--- src/rtl/eth_rx_frame_parser.sv ---
// Purpose: parse one received Ethernet frame (dest MAC .. FCS), filter on dest MAC,
//          extract ethertype, forward payload with FCS stripped, check CRC32/length.
// Latency: payload byte out 1 cycle after the inclk that pushes it out of a 4-byte delay
//          line; hdr_valid 1 cycle after byte 13; out_done 1 cycle after in_done.
// Backpressure: none; inclk may assert every cycle and outputs are strobes.
// Ports:
//   clk, rst               clock, synchronous active-high reset
//   my_mac                 station address (frame byte 0 = my_mac[47:40])
//   inclk, in, in_done     byte strobe, byte, end-of-frame pulse
//   outclk, out            payload byte strobe and byte
//   hdr_valid, ethertype   header-latched pulse, big-endian ethertype
//   out_done, out_ok       per-frame verdict pulse and qualifier
//   good_cnt, bad_cnt      saturating verdict counters
module eth_rx_frame_parser #(
  parameter int MIN_FRAME_LEN = 64,
  parameter int MAX_FRAME_LEN = 1518
) (
  input  logic        clk,
  input  logic        rst,
  input  logic [47:0] my_mac,
  input  logic        inclk,
  input  logic [7:0]  in,
  input  logic        in_done,
  output logic        outclk,
  output logic [7:0]  out,
  output logic        hdr_valid,
  output logic [15:0] ethertype,
  output logic        out_done,
  output logic        out_ok,
  output logic [15:0] good_cnt,
  output logic [15:0] bad_cnt
);

  localparam logic [31:0] POLY    = 32'hEDB8_8320;
  localparam logic [31:0] RESIDUE = 32'hDEBB_20E3;
  localparam logic [10:0] MIN_LEN = 11'(MIN_FRAME_LEN);
  localparam logic [10:0] MAX_LEN = 11'(MAX_FRAME_LEN);

  typedef enum logic [2:0] {ST_IDLE, ST_HEADER, ST_PAYLOAD, ST_DROP, ST_VERDICT} state_t;

  state_t          state;
  logic [31:0]     crc;
  logic [10:0]     cnt;        // bytes received so far in this frame
  logic            mac_hit;    // dest bytes so far match my_mac
  logic            bc_hit;     // dest bytes so far are all 0xFF
  logic [7:0]      eth_hi;
  logic [3:0][7:0] dl;         // payload delay line, dl[3] oldest
  logic [2:0]      fill;

  logic            start;
  logic            drop_now;
  logic            mac_m;
  logic            bc_m;
  logic            verdict_ok;
  logic [31:0]     crc_n;
  logic [10:0]     cnt_n;

  function automatic logic [31:0] crc_byte(input logic [31:0] c, input logic [7:0] d);
    logic [31:0] r;
    r = c ^ {24'h0, d};
    for (int i = 0; i < 8; i++) begin
      r = r[0] ? ((r >> 1) ^ POLY) : (r >> 1);
    end
    return r;
  endfunction

  function automatic logic [7:0] mac_byte(input logic [47:0] m, input logic [2:0] i);
    case (i)
      3'd0:    return m[47:40];
      3'd1:    return m[39:32];
      3'd2:    return m[31:24];
      3'd3:    return m[23:16];
      3'd4:    return m[15:8];
      3'd5:    return m[7:0];
      default: return 8'h00;
    endcase
  endfunction

  // Next CRC/count include a byte arriving with in_done, so the verdict sees it.
  always_comb begin
    start = inclk && (state == ST_IDLE || state == ST_VERDICT);
    crc_n = crc;
    cnt_n = cnt;
    if (inclk) begin
      crc_n = crc_byte(start ? 32'hFFFF_FFFF : crc, in);
      if (start)               cnt_n = 11'd1;
      else if (cnt != 11'h7FF) cnt_n = cnt + 11'd1;
    end
    mac_m      = mac_hit && (in == mac_byte(my_mac, cnt[2:0]));
    bc_m       = bc_hit && (in == 8'hFF);
    drop_now   = (state == ST_HEADER) && inclk && (cnt == 11'd5) && !mac_m && !bc_m;
    verdict_ok = (crc_n == RESIDUE) && (cnt_n >= MIN_LEN) && (cnt_n <= MAX_LEN);
  end

  always_ff @(posedge clk) begin
    if (rst) begin
      state     <= ST_IDLE;
      crc       <= 32'hFFFF_FFFF;
      cnt       <= '0;
      mac_hit   <= 1'b0;
      bc_hit    <= 1'b0;
      eth_hi    <= '0;
      dl        <= '0;
      fill      <= '0;
      outclk    <= 1'b0;
      out       <= '0;
      hdr_valid <= 1'b0;
      ethertype <= '0;
      out_done  <= 1'b0;
      out_ok    <= 1'b0;
      good_cnt  <= '0;
      bad_cnt   <= '0;
    end else begin
      outclk    <= 1'b0;
      hdr_valid <= 1'b0;
      out_done  <= 1'b0;
      crc       <= crc_n;
      cnt       <= cnt_n;

      case (state)
        // VERDICT is the out_done cycle; a byte here starts the next frame.
        ST_IDLE, ST_VERDICT: begin
          if (inclk) begin
            state   <= ST_HEADER;
            mac_hit <= (in == my_mac[47:40]);
            bc_hit  <= (in == 8'hFF);
            dl      <= '0;
            fill    <= '0;
          end else begin
            state <= ST_IDLE;
          end
        end
        ST_HEADER: begin
          if (inclk) begin
            if (cnt < 11'd6) begin
              mac_hit <= mac_m;
              bc_hit  <= bc_m;
            end
            if (drop_now) state <= ST_DROP;
            if (cnt == 11'd12) eth_hi <= in;
            if (cnt == 11'd13) begin
              ethertype <= {eth_hi, in};
              hdr_valid <= 1'b1;
              state     <= ST_PAYLOAD;
            end
          end
        end
        ST_PAYLOAD: begin
          if (inclk) begin
            dl <= {dl[2:0], in};
            if (fill == 3'd4) begin
              if (cnt_n <= MAX_LEN) begin
                outclk <= 1'b1;
                out    <= dl[3];
              end
            end else begin
              fill <= fill + 3'd1;
            end
          end
        end
        ST_DROP: begin
          if (in_done) state <= ST_IDLE;
        end
        default: state <= ST_IDLE;
      endcase

      // A frame rejected on its last dest byte gets no verdict even if in_done coincides.
      if (in_done && (state == ST_HEADER || state == ST_PAYLOAD) && !drop_now) begin
        out_done <= 1'b1;
        out_ok   <= verdict_ok;
        if (verdict_ok) begin
          if (good_cnt != 16'hFFFF) good_cnt <= good_cnt + 16'd1;
        end else begin
          if (bad_cnt != 16'hFFFF) bad_cnt <= bad_cnt + 16'd1;
        end
        state <= ST_VERDICT;
      end
    end
  end

endmodule

--- config.mk ---
export PLATFORM = sky130hd
export DESIGN_NAME = eth_rx_frame_parser
export DESIGN_NICKNAME = d
export VERILOG_FILES = /design/src/rtl/eth_rx_frame_parser.sv
export SDC_FILE = /design/constraint.sdc
export NUM_CORES = 1
export LEC_CHECK = 0
export ABC_AREA = 1
export CORE_MARGIN = 1
export CORE_UTILIZATION = 51
export DETAILED_ROUTE_END_ITERATION = 7
export PLACE_DENSITY = 0.78
export SYNTH_ARGS = -nofsm -noshare
export SYNTH_HDL_FRONTEND = slang
export SYNTH_SLANG_ARGS = --single-unit
--- constraint.sdc ---
create_clock -name clk -period 2.6 [get_ports clk]
set_input_delay 0.26 -clock clk [delete_from_list [all_inputs] [get_ports clk]]
set_output_delay 0.26 -clock clk [all_outputs]
set_load 0.02 [all_outputs]
==> impl_metrics.csv <==
group,metric,value,unit
status,status,"finished, violations left",
status,failed_checks,"negative setup slack",
yosys,synth_area_per_cell,6.05,um^2
critical_path,r2r_cells,23,
yosys,synth_cells,1521,
yosys,synth_warnings,0,
placement,gp_congestion,1.03,
global_routing,grt_pass1_vias,10300,
critical_path,startpoint_type,"register",
layout,drive_gt1_frac,0.292,
clock_network,cts.sinks,151,
critical_path,path_max_fanout,7,
global_routing,grt_antenna_before_repair,0,
sta,period_minus_slack,3070,ps
run,cap_violations,0,
global_routing,track_usage,0.332,
sta,finalWorstSetupSlack,-471,ps
power,pwr_density_cell,661,nW/um^2
worst_hold_path,worstHoldStart,"rst",
yosys,synth_top_area_cell,"dfxtp_1",
sta,relSlewSlack,0.470,
layout,antenna_cells,0,
placement,dp_slack,-653,ps
power,vdd_drop_max,530,uV
critical_path,crit_required,2970,ps
sta,fmax,326,MHz
drt,drt-total-wl,34000,um
power,p_leak,6.35,nW
yosys,synth_area_leaders,"dfxtp_1 (33%), nand2_1 (23%), inv_1 (7.1%)",
sta,worst_hold_slack,404,ps
yosys,synth-seq-cells,151,
global_routing,grt-ovfl-total,0,
yosys,yosysSeqAreaShare,0.328,
layout,final_cell_area,14300,um^2
worst_hold_path,min_to,"crc[18]",
drt,drt_iter0_markers,1016,
critical_path,path_class,"register to register",
floorplan,num_rows,48,
sta,hold_violations,0,
clock_network,h-tree-depth,4,
critical_path,r2r-start,"state[0]",
critical_path,reg2reg_slack,-470,ps
yosys,synth_top_area_share,0.328,
sta,rsz0062_at_grt,"yes",
sta,setup_viol,46,
drt,first_pass_iters,6,
drt,ant_nets,0,
power,finalPower,9.42,mW
placement,portBuffers,119,
clock_network,cts_tree,"yes",
floorplan,core,17500,um^2
drt,drc_errors,0,
yosys,synth_cell_types,41,
global_routing,grt_pass1_wl,48500,um
floorplan,die_w,136,um
worst_hold_path,min_path_cells,3,
clock_network,cts_buffer_depth,2,
clock_network,clk-insertion-delay-late,440,ps
clock_network,clkTransAtPathRegs,70,ps
floorplan,fp.dieH,136,um
placement,placed_area,11800,um^2
drt,vias,11500,
layout,final_common_cell,"nand2_1",
placement,hpwl,20800,um
critical_path,crit_path_end_kind,"register",
sta,skew,11.0,ps
worst_hold_path,hp-class,"input port to register",
layout,fillerInstances,1101,
floorplan,dieArea,18600,um^2
floorplan,io_pins,120,
yosys,synth_area,9200,um^2
clock_network,numCtsBuffers,17,
yosys,synth_nets,1590,
clock_network,cts_root_buffer,"clkbuf_16",
drt,via_per_inst,5.56,
layout,final_cell_mix,"nand2_1 (449), buf_4 (184), inv_1 (166), dfxtp_1 (147), nor2_1 (121)",
drt,routedWlPerCell,16.5,um
sta,tightest_slew,794,ps
layout,utilization,0.816,
global_routing,grt_max_degree,63,
sta,maxSlewViolCount,0,
layout,fin_nets,1896,
critical_path,timing.rr.end,"good_cnt[3]",
sta,finalCritPeriodShare,1.18,
floorplan,initial_core_util,0.527,
critical_path,crit_arrival,3440,ps
layout,syn_to_final_growth,55.0,%
## critical path, stage by stage, from the launching register on
cell     delay, ps
dfxtp_2        330
nor2_4         150
nand2_4        110
buf_12         150
buf_16         140
nand3_2         90
nand2_4        110
nand2_4        100
buf_4          130
nand3_2        100
nand2_4        120
nand2_2         80
nand3_1        220
nand2_1        110
nor2_1         110
nand2_1         60
nor2_1         120
nand3_2        120
nor2_4         190
buf_12         150
nand4_1        100
nand2_1         80
nand2_1         50
nor2_1          90
## cell usage after synthesis
cell	count
nand4_1	30
nand2_4	5
o2111a_1	1
inv_1	175
a22o_1	5
or2_1	1
buf_6	6
a21oi_2	1
a31oi_1	3
a41oi_1	1
buf_1	5
ha_1	9
inv_4	1
dfxtp_1	151
nand3_1	119
inv_2	1
nand2_1	553
o211ai_1	1
xor2_1	10
o21ai_0	65
nor2_2	6
nand3b_1	4
nor2_4	1
nand2_2	29
and2_1	1
buf_4	5
o22ai_1	1
nand4_2	3
nand3_2	6
clkbuf_1	36
nor2_1	141
a211oi_1	3
xnor2_1	8
a31o_2	1
xnor2_2	1
o221ai_1	1
buf_2	7
nor3_1	22
or2_2	14
a21oi_1	81
nor4_1	7
## sequential cells by signal, summed over array words and instances (netlist names)
| register | count |
|---|---|
| mac_hit | 1 |
| cnt | 11 |
| state | 3 |
| good_cnt | 16 |
| out | 8 |
| outclk | 1 |
| bad_cnt | 16 |
| ethertype | 16 |
| hdr_valid | 1 |
| out_done | 1 |
| eth_hi | 8 |
| fill | 3 |
| bc_hit | 1 |
| crc | 32 |
| dl | 32 |
| out_ok | 1 |
## per-layer routing
layer	track usage	share of wire
met1	0.383	0.39
met2	0.580	0.48
met3	0.0623	0.070
met4	0.177	0.058
met5	0	0
## repair_timing
item | 4_1_cts | 5_1_grt
hold endpoints to repair | 0 | 0
cloned | 5 | 2
pin swaps | 44 | 122
setup endpoints to repair | 45 | 46
resized for setup | 154 | 212
buffers inserted | 24 | 20
hold buffers | 0 | 0
## report_power, final
part	switching (mW)	total, mW	leakage (nW)	internal (mW)
Combinational	2.48	4.29	4.82	1.81
Clock	1.19	2.59	0.304	1.40
Sequential	0.0992	2.55	1.23	2.45
## final cells by class
cell class | count | area (um^2) | area share
tap | 225 | 282 | 0.0197
multi-input combinational | 1134 | 6420 | 0.450
sequential | 151 | 3030 | 0.213
inverter | 177 | 678 | 0.0476
clock buffer | 17 | 425 | 0.0298
clock inverter | 15 | 203 | 0.0142
timing repair buffer | 345 | 3220 | 0.225
timing repair inverter | 1 | 7.51 | 0.000526
## kinds of logic (layout without fill, tap and decap cells)
| kind of cell | after synthesis | after routing | synth area share |
|---|---|---|---|
| AOI/OAI and AO/OA | 164 | 164 | 0.0952 |
| xor gates and xnor gates | 19 | 19 | 0.0189 |
| and+or+nand+nor | 942 | 942 | 0.441 |
| buffers and inverters | 236 | 555 | 0.104 |
| DFF | 151 | 151 | 0.328 |
| adders and majority gates | 9 | 9 | 0.0122 |
## per-stage QoR
step,setup TNS [ps],cells
2_1_floorplan,0,1521
3_3_place_gp,-20610,1983
3_5_place_dp,-21710,1983
4_1_cts,-9410,2044
5_1_grt,-22330,2065
6_report,-15190,2065
## worst max path at each step
| stage | from | to |
|---|---|---|
| 6_report | state[0] | good_cnt[3] |
| 5_1_grt | state[0] | good_cnt[2] |
| 4_1_cts | state[1] | bad_cnt[10] |
| 3_5_place_dp | in[4] | bad_cnt[15] |
| 3_3_place_gp | in[4] | bad_cnt[13] |
| 2_1_floorplan | cnt[0] | bad_cnt[0] |
Power figures use the tool's default switching activity.
